===== config.mk =====
export PLATFORM = sky130hd
export DESIGN_NAME = demultiplexer_1_to_8_tdm_receiver
export DESIGN_NICKNAME = d
export VERILOG_FILES = /design/src/rtl/demux_tdm_pkg.sv /design/src/rtl/tdm_slot_tracker.sv /design/src/rtl/demultiplexer_1_to_8_tdm_receiver.sv
export SDC_FILE = /design/constraint.sdc
export NUM_CORES = 1
export LEC_CHECK = 0
export ABC_AREA = 1
export BUFFER_PORTS_ARGS = -buffer_cell sky130_fd_sc_hd__buf_2
export CAP_MARGIN = 20
export CORE_UTILIZATION = 35
export DETAILED_ROUTE_END_ITERATION = 16
export GPL_TIMING_DRIVEN = 0
export PLACE_DENSITY = 0.57
export SYNTH_ARGS = -nofsm -noshare
export SYNTH_HDL_FRONTEND = slang
export SYNTH_HIERARCHICAL = 1
export SYNTH_SLANG_ARGS = --single-unit

===== constraint.sdc =====
create_clock -name clk -period 3.5 [get_ports clk]
set_clock_uncertainty 0.15 [all_clocks]
set_input_delay 0.175 -clock clk [delete_from_list [all_inputs] [get_ports clk]]
set_output_delay 0.175 -clock clk [all_outputs]
set_load 0.02 [all_outputs]

===== src/rtl/demux_tdm_pkg.sv =====
// rtl/demux_tdm_pkg.sv - shared constants and framing state type for the TDM receiver
package demux_tdm_pkg;
  localparam int SLOT_COUNT = 8;
  localparam int SLOT_W = 3;
  localparam logic [SLOT_W-1:0] FIRST_SLOT = 3'd0;
  localparam logic [SLOT_W-1:0] LAST_SLOT = 3'd7;

  typedef enum logic {HUNT, COLLECT} state_t;
endpackage


===== src/rtl/tdm_slot_tracker.sv =====
// rtl/tdm_slot_tracker.sv - framing FSM tracking the expected next slot of a 0..7 sweep
module tdm_slot_tracker
  import demux_tdm_pkg::*;
(
  input  logic              clk,
  input  logic              rst_n,
  input  logic              in_valid,
  input  logic [SLOT_W-1:0] select_lines,
  output logic              accept,
  output logic              restart,
  output logic              last,
  output logic              error
);
  state_t            r_state;
  logic [SLOT_W-1:0] r_exp;
  logic              w_is_first;
  logic              w_in_seq;

  // r_exp is never FIRST_SLOT while collecting, so slot 0 in COLLECT is always an error+restart
  assign w_is_first = (select_lines == FIRST_SLOT);
  assign w_in_seq   = (r_state == COLLECT) && (select_lines == r_exp);
  assign restart    = in_valid && w_is_first;
  assign error      = in_valid && (r_state == COLLECT) && !w_in_seq;
  assign accept     = restart || (in_valid && w_in_seq);
  assign last       = in_valid && w_in_seq && (r_exp == LAST_SLOT);

  always_ff @(posedge clk) begin
    if (!rst_n) begin
      r_state <= HUNT;
      r_exp   <= FIRST_SLOT;
    end else if (in_valid) begin
      if (restart) begin
        r_state <= COLLECT;
        r_exp   <= FIRST_SLOT + 3'd1;
      end else if (w_in_seq) begin
        if (r_exp == LAST_SLOT) begin
          r_state <= HUNT;
          r_exp   <= FIRST_SLOT;
        end else begin
          r_exp <= r_exp + 3'd1;
        end
      end else if (r_state == COLLECT) begin
        r_state <= HUNT;
        r_exp   <= FIRST_SLOT;
      end
    end
  end
endmodule


===== src/rtl/demultiplexer_1_to_8_tdm_receiver.sv =====
// rtl/demultiplexer_1_to_8_tdm_receiver.sv - 1-to-8 TDM demux with in-order frame reassembly
module demultiplexer_1_to_8_tdm_receiver
  import demux_tdm_pkg::*;
(
  input  logic                  clk,
  input  logic                  rst_n,
  input  logic                  in_line,
  input  logic [SLOT_W-1:0]     select_lines,
  input  logic                  in_valid,
  output logic [SLOT_COUNT-1:0] live_lines,
  output logic [SLOT_COUNT-1:0] output_lines,
  output logic                  frame_valid,
  output logic                  slot_error
);
  logic                  w_accept;
  logic                  w_restart;
  logic                  w_last;
  logic                  w_error;
  logic [SLOT_COUNT-1:0] r_shadow;
  logic [SLOT_COUNT-1:0] r_live;
  logic [SLOT_COUNT-1:0] r_frame;
  logic                  r_frame_valid;
  logic                  r_slot_error;

  tdm_slot_tracker u_tracker (
    .clk          (clk),
    .rst_n        (rst_n),
    .in_valid     (in_valid),
    .select_lines (select_lines),
    .accept       (w_accept),
    .restart      (w_restart),
    .last         (w_last),
    .error        (w_error)
  );

  always_ff @(posedge clk) begin
    if (!rst_n) begin
      r_live        <= '0;
      r_shadow      <= '0;
      r_frame       <= '0;
      r_frame_valid <= 1'b0;
      r_slot_error  <= 1'b0;
    end else begin
      r_frame_valid <= w_last;
      r_slot_error  <= w_error;
      if (in_valid) r_live[select_lines] <= in_line;
      if (w_accept) r_shadow[select_lines] <= in_line;
      // Slot 7 bypasses the shadow so the frame lands the same cycle as the strobe
      if (w_last) r_frame <= {in_line, r_shadow[SLOT_COUNT-2:0]};
    end
  end

  assign live_lines   = r_live;
  assign output_lines = r_frame;
  assign frame_valid  = r_frame_valid;
  assign slot_error   = r_slot_error;
endmodule

# Word level (Yosys, flattened, before mapping)
# Cells that the tools add are included.
word_totals:
  reg_bits: 30
  input_bits: 7
  out_inout_bits: 18
classes:
  n_addsub: 1
  magnitude_cmp: 2
  n_eq_ne: 3
  n_mux: 11
  reduce_logical: 13
op_table:
  columns: ["cell", "count"]
  rows:
  - ["$bwmux 8", 2]
  - ["$mux 3", 4]
  - ["$logic_and 1x1->1", 7]
  - ["$lt 3x4->1 const B", 1]
  - ["$mux 1", 4]
  - ["$reduce_and 2->1", 2]
  - ["$add 3x1->3 const B", 1]
  - ["$demux 1 s3", 1]
  - ["$eq 3x3->1", 1]
  - ["$eq 3x3->1 const B", 1]
  - ["$ge 3x1->1 const B", 1]
  - ["$logic_not 3->1", 1]
  - ["$ne 3x2->1 const B", 1]
  - ["$reduce_bool 3->1", 1]
  - ["$logic_not 1->1", 1]
  - ["$logic_or 1x1->1", 1]

# Logic depth before layout (Yosys ltp)
# Gate-level depths: netlist (run 1).
logic_depth:
  ltp_word: 5
  depth_mapped: 12
  depth_no_buf: 12

# By module
# Netlist (run 1), hierarchy kept.
by_module_without_submodules:
  columns: ["mod", "instances", "cells_each", "area_per_inst_um2", "seq_area_each_um2"]
  rows:
  - ["demultiplexer_1_to_8_tdm_receiver", 1, 147, 1008.5, 500.5]
  - ["tdm_slot_tracker", 1, 49, 296.5, 80.1]

# Least setup slack after synthesis (run 1)
# No wires, ideal clock.
synth_path:
  path_type: "reg2reg"
  start: "reg u_tracker.r_exp[0]"
  end: "reg r_frame[7] (netlist: output_lines[7])"
  t_arrival_ps: 1406
  required_ps: 3280
  slack_ps: 1874
  stages_incl_launch_ff: 11
  n_path_buf: 1
  period_less_slack_ps: 1626
  path_cell_list: "dfxtp_1 -> inv_1 -> nand2_1 -> nand2_1 -> nor2_2 -> and2_4 -> nand2_1 -> nor2_1 -> clkbuf_1 -> o21ai_0 -> a21oi_1"
synth_via:
  elab_chain_len: 4
  word_cells_on_any_way: 5
synth_rtl:
  columns: ["item", "line", "text"]
  rows:
  - ["start, declared", "tdm_slot_tracker.sv:15", "logic [SLOT_W-1:0] r_exp;"]
  - ["start signal, assigned", "tdm_slot_tracker.sv:34", "r_exp <= FIRST_SLOT + 3'd1;"]
  - ["start signal, assigned", "tdm_slot_tracker.sv:40", "r_exp <= r_exp + 3'd1;"]
  - ["$eq 3x3->1", "tdm_slot_tracker.sv:21", "assign w_in_seq = (r_state == COLLECT) && (select_lines == r_exp);"]
  - ["$logic_and 1x1->1", "tdm_slot_tracker.sv:21", null]
  - ["$logic_and 1x1->1", "tdm_slot_tracker.sv:25", "assign last = in_valid && w_in_seq && (r_exp == LAST_SLOT);"]
  - ["$logic_and 1x1->1 (*)", "tdm_slot_tracker.sv:25", null]
  - ["net w_last", "demultiplexer_1_to_8_tdm_receiver.sv:17", "logic w_last;"]
  - ["end signal, assigned", "demultiplexer_1_to_8_tdm_receiver.sv:49", "if (w_last) r_frame <= {in_line, r_shadow[SLOT_COUNT-2:0]};"]
  - ["end, declared", "demultiplexer_1_to_8_tdm_receiver.sv:21", "logic [SLOT_COUNT-1:0] r_frame;"]
# The timed path passes the listed nets; every way through them passes the cells marked *.
# A chain may end at the register's enable or synchronous reset.

# Worst setup path in the final report (run 1)
layout_path:
  start: "reg u_tracker.r_exp[0]"
  end: "reg r_frame[2] (netlist: output_lines[2])"
# Same word-level chain as after synthesis.

==> flow_summary.yaml, run 1 <==
outcome:
  status: "finished clean"
setup_path:
  start_kind: "register"
  arrival_ps: 2040
  crit_type: "register to register"
  end_kind: "register"
  critPathMaxFanout: 10
  crit_required_ps: 3570
floorplanning:
  start_util_pct: 37.9
  die_area_mm2: 0.00398
  io_pins: 25
  fp.dieW_um: 63.1
  rows: 21
  fp.dieH_um: 63.1
  coreArea_mm2: 0.00344
layout:
  area_delta_synth_final_pct: 19.6
  design_area_mm2: 0.00156
  final_common_cell: "nand2_1"
  diodes: 0
  most-common-layout-cells: "nand2_1, nor2_1, dfxtp_1"
  drive_above_1_share_pct: 15.0
  nNetsFinal: 235
  fillers: 379
sta:
  slew_headroom_pct: 71.0
  slew_viol_final: 0
  max_freq_mhz: 510
  tightest_slew_ps: 433
  fin_crit_ps: 1960
  final.setup.tns_ps: 0
  rsz0062_at_grt: "no"
  fin_crit_sh_pct: 56.1
  hold_violations: 0
  setup_viol: 0
detailed_routing:
  ant_nets: 0
  drt_drc_violations_left: 0
  initialDrtViolationCount: 74
  vias: 1235
  wl_per_cell_um: 10.1
  drt-pass1-iter-count: 4
  wirelength_mm: 2.75
  vias_per_cell: 4.52
global_route:
  grt_max_degree: 14
  global_route.usage.met2_pct: 23.8
  met3_usage_pct: 4.35
  grt_pass1_vias: 1119
  antenna_found_initial: 0
  use_met1_pct: 20.5
  overflow: 0
  top_usage_layer: "met2"
  grt_use_total_pct: 16.2
  grt_pass1_wl_mm: 4.97
run:
  maxCapViolations: 0
clock_tree:
  htree_levels: 2
  cts_buffer_depth: 2
  post_cts_buffers: 0
  cts_buffers: 5
  clock-sinks: 29
  ctsResizeCount: 0
  cts_tree: "yes"
  holdBufCountCts: 0
  root_buffer: "clkbuf_8"
  insertion_delay_ps: 280
  cts.clk_slew.worst_paths_ps: 60
logic_synthesis:
  synthDistinctLibCells: 15
  ys_seq_area_share_pct: 44.5
  synth_top_area_share_pct: 44.5
  synth_area_mm2: 0.00131
  yosys_warnings: 6
  ys_seq_elements: 29
  synth.avg_cell_area_um2: 6.66
  synthCells: 196
  synth.net_count: 205
  yosys.area.top_type: "dfxtp_1"
  ys_top_cells_by_area: "dfxtp_1, nand2_1, nor2_1, inv_1, nand3_1"
power_and_ir_drop:
  max-vdd-ir-drop_mv: 0.189
  p_seq_share_pct: 51.9
  total_power_mw: 0.648
  power_density_mw_per_mm2: 415
  power.leakage_nw: 0.771
  switching_share_pct: 25.1
  p_comb_share_pct: 7.7
  clockPowerShare_pct: 40.5
  p_int_mw: 0.485
  p_sw_mw: 0.163
placed_design:
  placed_cell_area_mm2: 0.00148
  gp_congestion: 0.771
  dp_hpwl_mm: 1.98
  io_buffers: 23
hold_path:
  hold_path_class: "input port to register"
power groups by stage:
stage	Clock (mW)	Sequential, mW	Combinational (mW)
after floorplan	0	0.347	0.0282
after global placement	0	0.344	0.0496
after detailed placement	0	0.344	0.0496
after CTS	0.272	0.336	0.0498
after global routing	0.288	0.336	0.0566
final	0.262	0.336	0.0496
worst max-delay path, stage by stage, from the launching register on:
cell	delay [ps]
dfxtp_1	390
inv_1	70
nand2_1	60
nand2_1	60
nor2_2	100
and2_4	180
nand2_1	60
nor2_1	240
clkbuf_1	330
o21ai_0	160
nor2_1	100
routing by layer:
| layer | wire (um) | share of wire (%) |
|---|---|---|
| met5 | 0 | 0 |
| met4 | 64 | 2.3 |
| met3 | 148 | 5.4 |
| met2 | 1120 | 41 |
| met1 | 1410 | 51 |
cells by family (layout without fill, tap and decap cells):
kind of cell	Yosys count	count (layout)	synth area share, %
fa+ha+maj	2	2	1.92
buf+inv	30	61	8.72
simple gates	112	112	36.0
compound gates	23	23	8.82
flops	29	29	44.5
path summary, 6_finish.rpt:
path	from	to	slack (ps)	cells after the start
worst min-delay path	rst_n	u_tracker/r_exp[1]	70	3
worst min register to register	live_lines[5]	live_lines[5]	310	2
worst max-delay path	u_tracker/r_exp[0]	output_lines[2]	1540	10
worst max register to register	u_tracker/r_exp[0]	output_lines[2]	1540	10
through the flow:
stage          hold slack [ps]  cells  util [%]  setup slack (ps)
2_1_floorplan              187    196         -              1870
3_3_place_gp               300    265      42.9              1530
3_5_place_dp               306    265      42.9              1540
4_1_cts                   53.7    273      45.3              1520
5_1_grt                   90.1    273      45.3              1260
6_report                  65.3    273      45.3              1540
state kept, by name (all words and copies together), names as in the netlist:
signal             flops
live_lines             8
output_lines           8
r_shadow               7
u_tracker/r_exp        3
frame_valid            1
slot_error             1
u_tracker/r_state      1
synth_stat cells:
master / instances
nor2_1: 38
clkbuf_1: 3
ha_1: 2
nand3b_1: 2
nor3_1: 2
and2_4: 1
nand3_1: 16
inv_1: 26
dfxtp_1: 29
nand2_1: 47
buf_2: 1
nand4_1: 4
nor2_2: 2
a21oi_1: 14
o21ai_0: 9
area by class of cell:
| class | instances | area, um2 | area share [%] |
|---|---|---|---|
| timing repair buffer | 23 | 115 | 7.38 |
| sequential | 29 | 581 | 37.2 |
| tap | 46 | 57.6 | 3.69 |
| buffer | 4 | 16.3 | 1.04 |
| clock buffer | 6 | 72.6 | 4.65 |
| clock inverter | 2 | 10.0 | 0.642 |
| inverter | 26 | 97.6 | 6.25 |
| multi-input combinational | 137 | 611 | 39.1 |
Power figures use the tool's default switching activity.
==> run 2, diff against run 1 <==
==> constraint.sdc (replaced) <==
create_clock -name clk -period 1.9 [get_ports clk]
set_clock_uncertainty 0.15 [all_clocks]
set_input_delay 0.095 -clock clk [delete_from_list [all_inputs] [get_ports clk]]
set_output_delay 0.095 -clock clk [all_outputs]
set_load 0.02 [all_outputs]
==> run 2 against run 1 <==
Effect of this change: sequential power increased by 84%; clock power increased by 84%; critical endpoint is now r_shadow[1]; core utilization increased by 0.73 points; critical path type unchanged; final cell count increased by 0.37%; largest power group unchanged; final area increased by 1.6%; routed wire length increased by 0.47%; critical path depth increased by 1.
==> flow_summary.yaml, run 2 (synthesis gave the netlist of run 1 again) <==
sta:
  max_freq_mhz: 586
  tightest_slew_ps: 458
  setup_viol: 0
  slew_headroom_pct: 69.4
  fin_crit_sh_pct: 89.9
  fin_crit_ps: 1710
  slew_viol_final: 0
  fin_hold_ws_ps: 22.2
  rsz0062_at_grt: "no"
  final.setup.tns_ps: 0
  hold_violations: 0
hold_path:
  hold_path_class: "input port to register"
floorplanning:
  die_area_mm2: 0.00398
  fp.dieW_um: 63.1
  start_util_pct: 37.9
  io_pins: 25
  coreArea_mm2: 0.00344
  fp.dieH_um: 63.1
  rows: 21
clock_tree:
  cts_buffer_depth: 2
  post_cts_buffers: 0
  cts_tree: "yes"
  insertion_delay_ps: 280
  root_buffer: "clkbuf_8"
  cts_buffers: 5
  htree_levels: 2
  cts.clk_slew.worst_paths_ps: 60
  clock-sinks: 29
setup_path:
  critPathMaxFanout: 7
  crit_type: "register to register"
  crit_path_frequent_cell: "nand2_1"
  cp_cell_sequence: "inv_1 > nand2_1 > nand2_1 > nor2_2 > and2_4 > nand2_1 > nand2_2 > nand2_1 > inv_2 > nand3_1 > a21oi_1"
  arrival_ps: 1770
  max_stage_delay_ps: 380
  end_kind: "register"
  start_kind: "register"
  crit_required_ps: 1960
  crit_buf_inv: 2
  cpMaxStageDelayCell: "dfxtp_1"
  critPathTopFamily: "simple AND/OR/NAND/NOR gates"
power_and_ir_drop:
  total_power_mw: 1.19
  p_comb_share_pct: 7.8
  switching_share_pct: 25.0
  max-vdd-ir-drop_mv: 0.345
  p_sw_mw: 0.299
  power_density_mw_per_mm2: 753
  p_int_mw: 0.895
  clockPowerShare_pct: 40.3
  p_seq_share_pct: 51.9
  power.leakage_nw: 0.776
detailed_routing:
  drt-pass1-iter-count: 5
  ant_nets: 0
  wl_per_cell_um: 10.1
  initialDrtViolationCount: 61
  wirelength_mm: 2.76
  drt_drc_violations_left: 0
  vias_per_cell: 4.58
  vias: 1254
layout:
  final_common_cell: "nand2_1"
  fillers: 379
  nNetsFinal: 236
  layout.cells.non_filler: 274
  diodes: 0
  fin_util_pct: 46.1
  area_delta_synth_final_pct: 21.5
  drive_above_1_share_pct: 17.1
  most-common-layout-cells: "nand2_1, nor2_1, dfxtp_1"
global_route:
  grt_max_degree: 14
  antenna_found_initial: 0
  grt_pass1_vias: 1116
  grt_pass1_wl_mm: 4.97
  grt_use_total_pct: 16.2
  overflow: 0
placed_design:
  dp_cells: 265
  dp_hpwl_mm: 1.98
  io_buffers: 23
  gp_congestion: 0.771
run:
  maxCapViolations: 0
outcome:
  status: "finished clean"
[run 2: cell count changes in the layout (fill, tap and decap cells not counted), sizes merged]
cell | before | now
dlygate4sd3 | 0 | 1
[run 2: final cells by class]
class	instances	area, um2	area share [%]
well taps	46	57.6	3.63
clock inverters	2	10.0	0.631
plain buffers	4	20.0	1.26
repair buffers	24	125	7.89
multi-input cells	137	621	39.1
inverters	26	97.6	6.16
clock buffers	6	72.6	4.58
flip-flops and latches	29	582	36.7
[run 2: layer usage]
| layer | part of all wire [%] | vias up | global-route usage [%] |
|---|---|---|---|
| met5 | 0 | - | 0 |
| met4 | 2.3 | 0 | 10.5 |
| met3 | 4.9 | 6 | 4.35 |
| met2 | 42 | 31 | 23.8 |
| met1 | 51 | 538 | 20.5 |
| li1 | - | 679 | - |
[run 2: worst reg2reg max path, cell delays in order (launching register included)]
cell and delay (ps):
dfxtp_1 380, inv_1 60, nand2_1 60, nand2_1 60, nor2_2 100, and2_4 180
nand2_1 110, nand2_2 150, nand2_1 80, inv_2 100, nand3_1 80, a21oi_1 160
[run 2: repair_timing]
action                                 4_1_cts  5_1_grt
endpoints found under the hold margin        4        0
hold buffers                                 1        0
gates resized for setup                      1        7
setup endpoints to repair                    6       12
[run 2: path summary, 6_finish.rpt]
check / end / cells past startpoint / startpoint / slack (ps)
setup / recovery: r_shadow[1] / 11 / u_tracker/r_exp[1] / 190
hold / removal: r_shadow[0] / 3 / in_line / 20
setup reg to reg: r_shadow[1] / 11 / u_tracker/r_exp[1] / 190
hold reg to reg: live_lines[5] / 2 / live_lines[5] / 310
[run 2: stage by stage]
stage	cell area (um2)	worst slack, ps
detailed placement	1480	-62.4
global placement	1480	-74.4
floorplan	1310	274
global route	1590	7.99
finish	1590	192
CTS	1570	39.6
[run 2: power by group through the flow]
stage          clock, mW  combinational [mW]  sequential [mW]
3_5_place_dp           0              0.0914            0.633
6_report           0.482              0.0934            0.619
2_1_floorplan          0              0.0519            0.639
4_1_cts            0.501              0.0933            0.619
3_3_place_gp           0              0.0913            0.633
5_1_grt            0.530               0.106            0.620
